`config.mk`:
```
export PLATFORM = sky130hd
export DESIGN_NAME = div_unit
export DESIGN_NICKNAME = d
export VERILOG_FILES = /design/src/rtl/div_unit.sv
export SDC_FILE = /design/constraint.sdc
export NUM_CORES = 1
export LEC_CHECK = 0
export CORE_ASPECT_RATIO = 0.8
export CORE_MARGIN = 1
export CORE_UTILIZATION = 47
export CTS_CLUSTER_DIAMETER = 60
export CTS_CLUSTER_SIZE = 28
export DETAILED_ROUTE_END_ITERATION = 12
export PLACE_DENSITY_LB_ADDON = 0.1
export SYNTH_ARGS = -nofsm -noshare
export SYNTH_HDL_FRONTEND = slang
export SYNTH_SLANG_ARGS = --single-unit
```
`constraint.sdc`:
```
create_clock -name clk -period 8.1 [get_ports clk]
set_input_delay 1.62 -clock clk [delete_from_list [all_inputs] [get_ports clk]]
set_output_delay 1.62 -clock clk [all_outputs]
set_load 0.005 [all_outputs]
```
`src/rtl/div_unit.sv`:
```
// rtl/div_unit.sv - iterative radix-2 RV32M divide/remainder unit
//
// Purpose: executes DIV, DIVU, REM and REMU with a restoring shift/subtract
// loop (one quotient bit per cycle), one operation in flight at a time.
// The result is held in div_pkt until the consumer acknowledges it.
//
// Ports:
//   clk        clock
//   rst        synchronous active-high reset
//   ex_pkt     issued instruction (i_valid, i_funct3, rs1_data, rs2_data used)
//   div_ready  unit can accept ex_pkt this cycle
//   div_pkt    completed instruction, rd_data filled, i_valid marks result
//   div_ack    consumer has taken div_pkt this cycle
//   flush      (DIV_FLUSH_EN only) discard the in-flight operation
//
// Optional feature macro: DIV_FLUSH_EN adds the flush input.

package div_unit_pkg;
  typedef struct packed {
    logic        i_valid;
    logic [2:0]  i_funct3;
    logic [31:0] pc;
    logic [4:0]  rd_addr;
    logic [5:0]  rob_tag;
    logic [31:0] rs1_data;
    logic [31:0] rs2_data;
    logic [31:0] rd_data;
  } instr_pkt;
endpackage

module div_unit
  import div_unit_pkg::*;
#(
  parameter int XLEN = 32
) (
  input  logic     clk,
  input  logic     rst,
  input  instr_pkt ex_pkt,
  output logic     div_ready,
  output instr_pkt div_pkt,
  input  logic     div_ack
`ifdef DIV_FLUSH_EN
  ,
  input  logic     flush
`endif
);

  localparam int CW = $clog2(XLEN);

  typedef enum logic [1:0] {IDLE, CALC, FIX, DONE} state_t;

  state_t            state, state_nxt;
  logic [CW-1:0]     cnt;
  instr_pkt          pkt_q;
  logic [XLEN-1:0]   n_q;     // dividend shifting out, quotient bits shifting in
  logic [XLEN-1:0]   d_q;     // divisor magnitude
  logic [XLEN-1:0]   r_q;     // partial remainder (always < divisor, so fits XLEN)
  logic [XLEN-1:0]   res_q;
  logic              neg_q, neg_r;
  logic              flush_i;

`ifdef DIV_FLUSH_EN
  assign flush_i = flush;
`else
  assign flush_i = 1'b0;
`endif

  assign div_ready = (state == IDLE) && !flush_i;

  logic accept;
  assign accept = ex_pkt.i_valid && div_ready;

  // Operand decode at accept. funct3[0] = 0 selects signed, funct3[1] = 1 selects remainder.
  logic            is_signed, a_neg, b_neg, div_zero, ovf, special;
  logic [XLEN-1:0] a, b, a_mag, b_mag, special_res;
  localparam logic [XLEN-1:0] MIN_NEG = {1'b1, {(XLEN-1){1'b0}}};

  always_comb begin
    is_signed   = ~ex_pkt.i_funct3[0];
    a           = ex_pkt.rs1_data;
    b           = ex_pkt.rs2_data;
    a_neg       = is_signed & a[XLEN-1];
    b_neg       = is_signed & b[XLEN-1];
    a_mag       = a_neg ? (~a + 1'b1) : a;
    b_mag       = b_neg ? (~b + 1'b1) : b;
    div_zero    = (b == '0);
    ovf         = is_signed && (a == MIN_NEG) && (b == '1);
    special     = div_zero || ovf;
    special_res = '0;
    if (div_zero)
      special_res = ex_pkt.i_funct3[1] ? a : '1;
    else if (ovf)
      special_res = ex_pkt.i_funct3[1] ? '0 : MIN_NEG;
  end

  // One restoring step: shift the next dividend bit into the remainder and
  // subtract the divisor when it fits.
  logic [XLEN:0]   r_shift, r_sub;
  logic            q_bit;
  logic [XLEN-1:0] quo_fix, rem_fix;

  always_comb begin
    r_shift = {r_q, n_q[XLEN-1]};
    r_sub   = r_shift - {1'b0, d_q};
    q_bit   = (r_shift >= {1'b0, d_q});
    quo_fix = neg_q ? (~n_q + 1'b1) : n_q;
    rem_fix = neg_r ? (~r_q + 1'b1) : r_q;
  end

  always_comb begin
    state_nxt = state;
    case (state)
      IDLE: if (accept) state_nxt = special ? DONE : CALC;
      CALC: if (cnt == '0) state_nxt = FIX;
      FIX:  state_nxt = DONE;
      DONE: if (div_ack) state_nxt = IDLE;
      default: state_nxt = IDLE;
    endcase
    if (flush_i)
      state_nxt = IDLE;
  end

  always_ff @(posedge clk) begin
    if (rst)
      state <= IDLE;
    else
      state <= state_nxt;
  end

  always_ff @(posedge clk) begin
    if (rst) begin
      cnt <= '0;
    end else if (accept) begin
      pkt_q <= ex_pkt;
      n_q   <= a_mag;
      d_q   <= b_mag;
      r_q   <= '0;
      neg_q <= a_neg ^ b_neg;
      neg_r <= a_neg;
      cnt   <= CW'(XLEN - 1);
      if (special)
        res_q <= special_res;
    end else if (state == CALC) begin
      n_q <= {n_q[XLEN-2:0], q_bit};
      r_q <= q_bit ? r_sub[XLEN-1:0] : r_shift[XLEN-1:0];
      cnt <= cnt - 1'b1;
    end else if (state == FIX) begin
      res_q <= pkt_q.i_funct3[1] ? rem_fix : quo_fix;
    end
  end

  always_comb begin
    div_pkt         = pkt_q;
    div_pkt.i_valid = (state == DONE);
    div_pkt.rd_data = res_q;
  end

endmodule

```
======== Word-level counts from Yosys, hierarchy flattened ========
Index checks and enable logic that the tools add are counted.
operators by class
  add/sub/neg operators ................... 6
  magnitude comparators ................... 1
  eq/ne operators ......................... 10
  muxes and demuxes ....................... 24
  bitwise operators ....................... 9
  reductions and logical operators ........ 13
operator list
  operator               number
  $mux 32                17
  $add 32x1->32 const B  4
  $not 32->32            4
  $eq 32x32->1 const B   2
  $ge 33x32->1           1
  $logic_not 32->1       1
  $sub 32x32->32         1
  $mux 5                 2
  $mux 2                 4
  $pmux 2 s4             1
  $ne 2x1->1 const B     3
  $logic_not 5->1        1
  $sub 5x1->5 const B    1
  $eq 2x2->1 const B     2
  $ne 2x2->1 const B     2
  $reduce_and 2->1       2
  $reduce_and 4->1       1
  $reduce_bool 2->1      2
  $logic_and 1x1->1      3
  $reduce_and 3->1       1
  $and 1x1->1            2
  $eq 2x1->1 const B     1
  $logic_not 2->1        1
  $not 1->1              2
  2 further kinds        2
word-level totals
  register bits ........................... 247
  input port bits ......................... 146
  output and inout port bits .............. 144
  logic and storage cells ................. 77

======== Logic depth before layout (Yosys ltp) ========
Gate-level depths: netlist of the first run.
  depth in word-level cells ............... 7
  mapped depth ............................ 13
  gate-level depth less buffers ........... 11

======== Worst setup path after synthesis of the first run ========
No wires, ideal clock.
  path type ............................... input to register
  from .................................... input ex_pkt[142] (netlist bit)
  to ...................................... register d_q[10] (enable)
  library setup time ...................... 0.648 ns
  arrival ................................. 8.144 ns
  required time ........................... 7.452 ns
  path slack .............................. -0.692 ns
  stages .................................. 4
  buffers on the path ..................... 2
  cells stage by stage .................... nand2_1 -> clkbuf_1 -> clkbuf_1 -> nor2_1
on the way
  word-level cells in the longest chain between the ends .. 2
RTL lines
  what                               line  text
  from (decl)                        38    input instr_pkt ex_pkt,
  $logic_and 1x1->1                  71    assign accept = ex_pkt.i_valid && div_ready;
  $reduce_and 2->1 (no source line)  n/a
  to (signal assigned)               136   d_q <= b_mag;
  to (decl)                          56    logic [XLEN-1:0] d_q;
Every way passes these cells.
A chain may end at the register's enable or synchronous reset.

======== Final worst setup path of the first run ========
  from .................................... input ex_pkt[34] (netlist bit)
  to ...................................... register res_q[10] (enable)
on the way
  word-level cells in the longest chain between the ends .. 5
  elaborated cells between the ends (all ways) .. 6
  classes of those cells .................. eq/ne: 2; reduce/logical: 4
RTL lines
  what                                   line  text
  $eq 32x32->1                           87    ovf = is_signed && (a == MIN_NEG) && (b == '1);
  $logic_and 1x1->1                      87
  $logic_or 1x1->1 (*)                   88    special = div_zero || ovf;
  $ne 2x1->1 (no source line) (*)        n/a
  $reduce_and 4->1 (no source line) (*)  n/a
  to (signal assigned)                   142   res_q <= special_res;
  to (signal assigned)                   148   res_q <= pkt_q.i_funct3[1] ? rem_fix : quo_fix;
  to (decl)                              58    logic [XLEN-1:0] res_q;
Mark *: on every way between the ends. The rest lies on a longest branch, timed or not.

==> metrics.yaml, run 1 <==
run:
  cap_violations: 0
cts:
  post_cts_buffers: 0
  htreeDepth: 1
  cts-resized-gates: 0
  cts_tree: "built"
  cts_sinks: 246
  max-clock-path-buffers: 3
  clock-root-buffer: "clkbuf_16"
  cts.reportedPaths.clkPinSlew_ps: 90
  cts_hold_buf: 0
  clk_latency_ps: 540
  cts-buffers-inserted: 22
final_layout:
  final_cell_area_um2: 17700
  fin_nets: 1746
  areaGrowthSynthToFinish_pct: 26.5
  final_util_pct: 60.3
  drive_gt1_share_pct: 4.77
  n_fill_cell: 2518
  diodes: 0
route:
  drt_iter0_markers: 861
  ant_nets: 0
  drt_first_pass_iters: 5
  remaining_drc_errors: 0
  wl_um: 36400
  num_vias: 11200
  routed_via_density: 5.73
  post_drt_wl_per_cell_um: 18.7
critical_path:
  endpoint_kind: "flop"
  cpMaxStageDelayCell: "or4_1"
  arrival_ps: 5330
  reg2reg_slack_ps: 4070
  cpPeakStageDelay_ps: 650
  worst-path-buf-inv: 2
  required_ps: 8270
  cp-start-kind: "input port"
  critPathMaxFanout: 32
  criticalPathCategory: "in -> reg"
  crit_path_cell_trace: "clkdlybuf4s50_1 > or4_1 > nor4b_1 > and4_1 > nand2_2 > o21ai_1 > nor2_1 > nor4_2 > buf_4"
  critical_path.top_delay_family: "simple AND/OR/NAND/NOR gates"
die:
  row_count: 56
  initial_core_util_pct: 47.7
  dieArea_um2: 30400
  die_width_um: 195
  die_h_um: 156
  io_pins: 290
  core_um2: 29300
timing:
  fin_setup_tns_ps: 0
  fin_hold_ws_ps: 576
  fmax_ghz: 0.194
  rsz0062_at_grt: "false"
  hold_viol_final: 0
  tightest_slew_ps: 1160
  min_period_ps: 5170
  slew_headroom_pct: 22.6
  setup_violations: 0
  timing.final.crit_share_pct: 63.8
  finClkSkew_ps: 31.2
  slew_viol_final: 0
place:
  dpl_cell_area_um2: 16900
  hpwl_um: 26100
  routabilityCongestion: 0.870
  portBuffers: 257
pwr:
  leakagePower_uw: 0.00627
  power.density_nw_per_um2: 272
  p_total_uw: 4810
  vdd_ir_drop_max_mv: 0.182
logic_synthesis:
  synth.area.top_cells: "edfxtp_1, xnor2_1, ha_1, xor2_1, o21ai_0"
  yosys.area.top_type_share_pct: 51.4
  yosysUniqueCellTypes: 76
  avgSynthCellArea_um2: 10.6
  yosysMostFrequentCell: "edfxtp_1"
  ys.warnings.count: 0
  synthesis.area_um2: 14000
  yosysSeqAreaShare_pct: 52.4
  syn_inst: 1322
  yosysTopAreaCell: "edfxtp_1"
  synth-edff-count: 239
  synth_ff_type: "edfxtp_1"
  synth_common_cells: "edfxtp_1, nand2_1, o21ai_0, a21oi_1, xnor2_1"
  ys_ff_latch: 246
  ys_async_sr_fraction_pct: 0
  synth_nets: 1512
run_status:
  status: "complete, no violations"
global_route:
  grt_max_degree: 105
  grt_overflow: 0
  antenna_found_initial: 0
  grtUsageTotal_pct: 23.8
  grt_pass1_vias: 10400
  grt_pass1_wl_um: 57500
worst_hold_path:
  hp-class: "reg -> reg"
-- tightest hold or removal path, cell delays in order, from the launching register on --
cell,delay (ps)
dfxtp_1,360
nor2_1,120
a211oi_1,60
-- power breakdown --
group | internal, µW | total [µW] | switching (µW)
combinational | 748 | 1720 | 976
clock | 608 | 1140 | 529
sequential | 1740 | 1940 | 209
total | 3090 | 4810 | 1710
-- routing by layer --
layer  wire length, µm  GRT usage, %  share of wire, %
met5                 0             0                 0
met1             16900          34.0                46
met2             16400          37.7                45
met4               762          5.78               2.1
met3              2320          4.00               6.4
-- cell usage in the layout (no fill, tap or decap), drive strengths merged, types with 5 or more instances in the layout --
| cell type | instances |
|---|---|
| or3 | 9 |
| and3 | 7 |
| edfxtp | 239 |
| nand3 | 42 |
| o21a | 13 |
| clkinv | 8 |
| nor2b | 28 |
| xnor2 | 81 |
| dfxtp | 7 |
| nand4 | 14 |
| inv | 79 |
| nand2b | 13 |
| nor2 | 65 |
| a21o | 9 |
| nor3 | 30 |
| nor4 | 13 |
| clkbuf | 25 |
| buf | 11 |
| xor2 | 61 |
| a31oi | 14 |
| a21oi | 95 |
| o31ai | 45 |
| o21bai | 7 |
| o22ai | 10 |
| and4 | 5 |
| o21ai | 109 |
| nand2 | 130 |
| ha | 43 |
| o211ai | 23 |
| clkdlybuf4s50 | 257 |
| or4 | 16 |
| o41ai | 11 |
| a211oi | 8 |
-- logic make-up (layout without fill, tap and decap cells) --
family	count (synthesis)	after routing	share of synthesized area, %
compound gates	365	365	16.4
xor+xnor	142	142	8.91
fa+ha+maj	44	44	4.00
buf+inv	132	382	3.79
flops	246	246	52.4
mux	4	4	0.305
simple gates	389	389	14.2
-- per-stage QoR --
step           setup slack [ps]  cells
6_report                   2930   1949
5_1_grt                    2730   1949
4_1_cts                    2940   1949
3_5_place_dp               2400   1909
3_3_place_gp               2450   1909
2_1_floorplan              1290   1322
-- cell type report --
| type | instances | area [µm²] | share of cell area [%] |
|---|---|---|---|
| inverters | 74 | 278 | 1.57 |
| repair buffers | 268 | 2660 | 15.0 |
| flip-flops and latches | 246 | 7320 | 41.4 |
| clock buffers | 25 | 583 | 3.30 |
| well taps | 377 | 472 | 2.67 |
| multi-input cells | 944 | 6150 | 34.8 |
| clock inverters | 15 | 200 | 1.13 |
-- state kept, by name, summed over array words and instances (netlist names) --
register	cells
state	2
div_pkt	110
res_q	32
neg_q	1
neg_r	1
cnt	5
n_q	32
r_q	32
d_q	31
-- path summary, 6_finish.rpt --
check             depth (start not counted)                   from                     to
setup / recovery                          9             ex_pkt[34]    res_q[10]$_DFFE_PP_
hold / removal                            2  state[0]$_SDFFE_PP0P_  state[0]$_SDFFE_PP0P_
setup reg to reg                          8   r_q[7]$_SDFFCE_PP0P_  r_q[16]$_SDFFCE_PP0P_
hold reg to reg                           2  state[0]$_SDFFE_PP0P_  state[0]$_SDFFE_PP0P_
Note: power is estimated with default switching activity, not from simulation.
==> run 2, diff against run 1 <==
--- a/config.mk
+++ b/config.mk
@@ -7,7 +7,7 @@
 export LEC_CHECK = 0
 export CORE_ASPECT_RATIO = 0.8
 export CORE_MARGIN = 1
-export CORE_UTILIZATION = 47
+export CORE_UTILIZATION = 52
 export CTS_CLUSTER_DIAMETER = 60
 export CTS_CLUSTER_SIZE = 28
 export DETAILED_ROUTE_END_ITERATION = 12
==> constraint.sdc (replaced) <==
create_clock -name clk -period 5.1 [get_ports clk]
set_input_delay 1.02 -clock clk [delete_from_list [all_inputs] [get_ports clk]]
set_output_delay 1.02 -clock clk [all_outputs]
set_load 0.005 [all_outputs]
==> run 2 against run 1 <==
Against the previous run: register-to-register slack worse by 2600 ps; critical path depth is the same; combinational power increased by 59%; final cell count decreased by 0.87%; utilization is 6.6 points higher; clock power increased by 42%; worst hold slack got worse by 31 ps; critical endpoint is now res_q[0]$_DFFE_PP_; largest cell class unchanged; highest routed layer unchanged.
==> metrics.yaml, run 2 (synthesis gave the netlist of run 1 again) <==
pwr:
  leakagePower_uw: 0.00626  # -0.22%
  p_total_uw: 7440  # +55%
  power.density_nw_per_um2: 423  # +55%
  vdd_ir_drop_max_mv: 0.356  # +96%
timing:
  slew_headroom_pct: 21.5  # -1.0 points
  hold_viol_final: 0  # unchanged
  fmax_ghz: 0.247
  min_period_ps: 4050
  fin_setup_tns_ps: 0  # unchanged
  finClkSkew_ps: 18.4  # -12.8 ps
  tightest_slew_ps: 1170  # +15.6 ps
  rsz0062_at_grt: "false"
  timing.final.crit_share_pct: 79.4
  slew_viol_final: 0  # unchanged
  setup_violations: 0  # unchanged
  fin_hold_ws_ps: 544  # -31.5 ps
route:
  routed_via_density: 5.74  # +0.17%
  drt_first_pass_iters: 5  # unchanged
  drt_iter0_markers: 972  # +13%
  ant_nets: 0  # unchanged
  num_vias: 11100  # -0.71%
  remaining_drc_errors: 0  # unchanged
  wl_um: 34500  # -5.4%
  post_drt_wl_per_cell_um: 17.8  # -4.6%
global_route:
  grt_overflow: 0  # unchanged
  grt_pass1_wl_um: 54500  # -5.2%
  grtUsageTotal_pct: 25.1  # +1.3 points
  grt_max_degree: 83  # -21%
  antenna_found_initial: 0  # unchanged
  grt_pass1_vias: 10600  # +1.2%
run:
  cap_violations: 0  # unchanged
critical_path:
  cp-start-kind: "input port"
  arrival_ps: 4260  # -1070 ps
  endpoint_kind: "flop"
  critPathMaxFanout: 32  # unchanged
  criticalPathCategory: "in -> reg"
  required_ps: 5310  # -2960 ps
  reg2reg_depth: 10  # +2
cts:
  cts.reportedPaths.clkPinSlew_ps: 80  # about the same
  cts_hold_buf: 0  # unchanged
  cts-resized-gates: 0  # unchanged
  clk_latency_ps: 520  # -20 ps
  cts_tree: "built"
  htreeDepth: 1  # unchanged
  clock-root-buffer: "clkbuf_16"
  post_cts_buffers: 0  # unchanged
  max-clock-path-buffers: 3  # unchanged
  cts-buffers-inserted: 20  # -9.1%
  cts_sinks: 246  # unchanged
worst_hold_path:
  hold_path_depth: 2  # unchanged
  hp-class: "reg -> reg"
place:
  routabilityCongestion: 0.879  # +1.1%
  dpl_cell_area_um2: 16900  # +0.32%
  portBuffers: 257  # unchanged
  hpwl_um: 24900  # -4.7%
final_layout:
  fin_nets: 1751  # +0.29%
  final_cell_area_um2: 17600  # -0.24%
  final_common_cell: "clkdlybuf4s50_1"
  diodes: 0  # unchanged
  layout_common_cells: "clkdlybuf4s50_1, edfxtp_1, nand2_1"
  n_fill_cell: 2105  # -16%
  areaGrowthSynthToFinish_pct: 26.2
  drive_gt1_share_pct: 5.08  # +0.31 points
  final_util_pct: 66.9  # +6.6 points
  largest_reg_flops: 110  # unchanged
run_status:
  status: "complete, no violations"
die:
  dieArea_um2: 27500  # -9.5%
  initial_core_util_pct: 53.0  # +5.4 points
  die_width_um: 185  # -4.9%
  row_count: 53  # -5.4%
  core_um2: 26300  # -10%
  die_h_um: 149  # -4.9%
  io_pins: 290  # unchanged
==> run 2: metrics by stage <==
stage               setup slack [ps]  instances
floorplan                        243       1322
global placement                 737       1896
detailed placement               608       1896
CTS                             1140       1932
global route                     965       1932
finish                          1050       1932
==> run 2: cell type report <==
class,instances,area [µm²],area share (%)
Sequential cell,246,7320,41.5
Clock buffer,22,529,3.01
Timing Repair Buffer,275,2730,15.5
Clock inverter,14,158,0.895
Multi-Input combinational cell,944,6150,34.9
Inverter,74,278,1.58
Tap cell,357,447,2.54
==> run 2: path summary, 6_finish.rpt <==
kind         slack, ps               endpoint                   from
min                540  state[0]$_SDFFE_PP0P_  state[0]$_SDFFE_PP0P_
min reg2reg        540  state[0]$_SDFFE_PP0P_  state[0]$_SDFFE_PP0P_
max reg2reg       1480  r_q[19]$_SDFFCE_PP0P_   r_q[2]$_SDFFCE_PP0P_
max               1050     res_q[0]$_DFFE_PP_             ex_pkt[35]
==> run 2: per-layer routing <==
| metal | vias to the layer above | share of wire, % | GRT usage, % |
|---|---|---|---|
| li1 | 5379 | - | - |
| met5 | - | 0 | 0 |
| met4 | 0 | 1.9 | 5.91 |
| met2 | 386 | 47 | 41.4 |
| met1 | 5274 | 44 | 34.7 |
| met3 | 45 | 6.9 | 4.06 |
==> run 2: power by group <==
group          switching (µW)  internal (µW)
Clock                     815            800
Sequential                329           2750
Combinational            1540           1200
Total                    2690           4750
==> run 2: critical path: stages <==
cell and delay, ps:
clkdlybuf4s50_1 500, or4_1 620, nor4b_1 810, and4_1 450, nand2_2 80, o21ai_1 180
nor2_1 110, nor4_4 210, buf_12 250
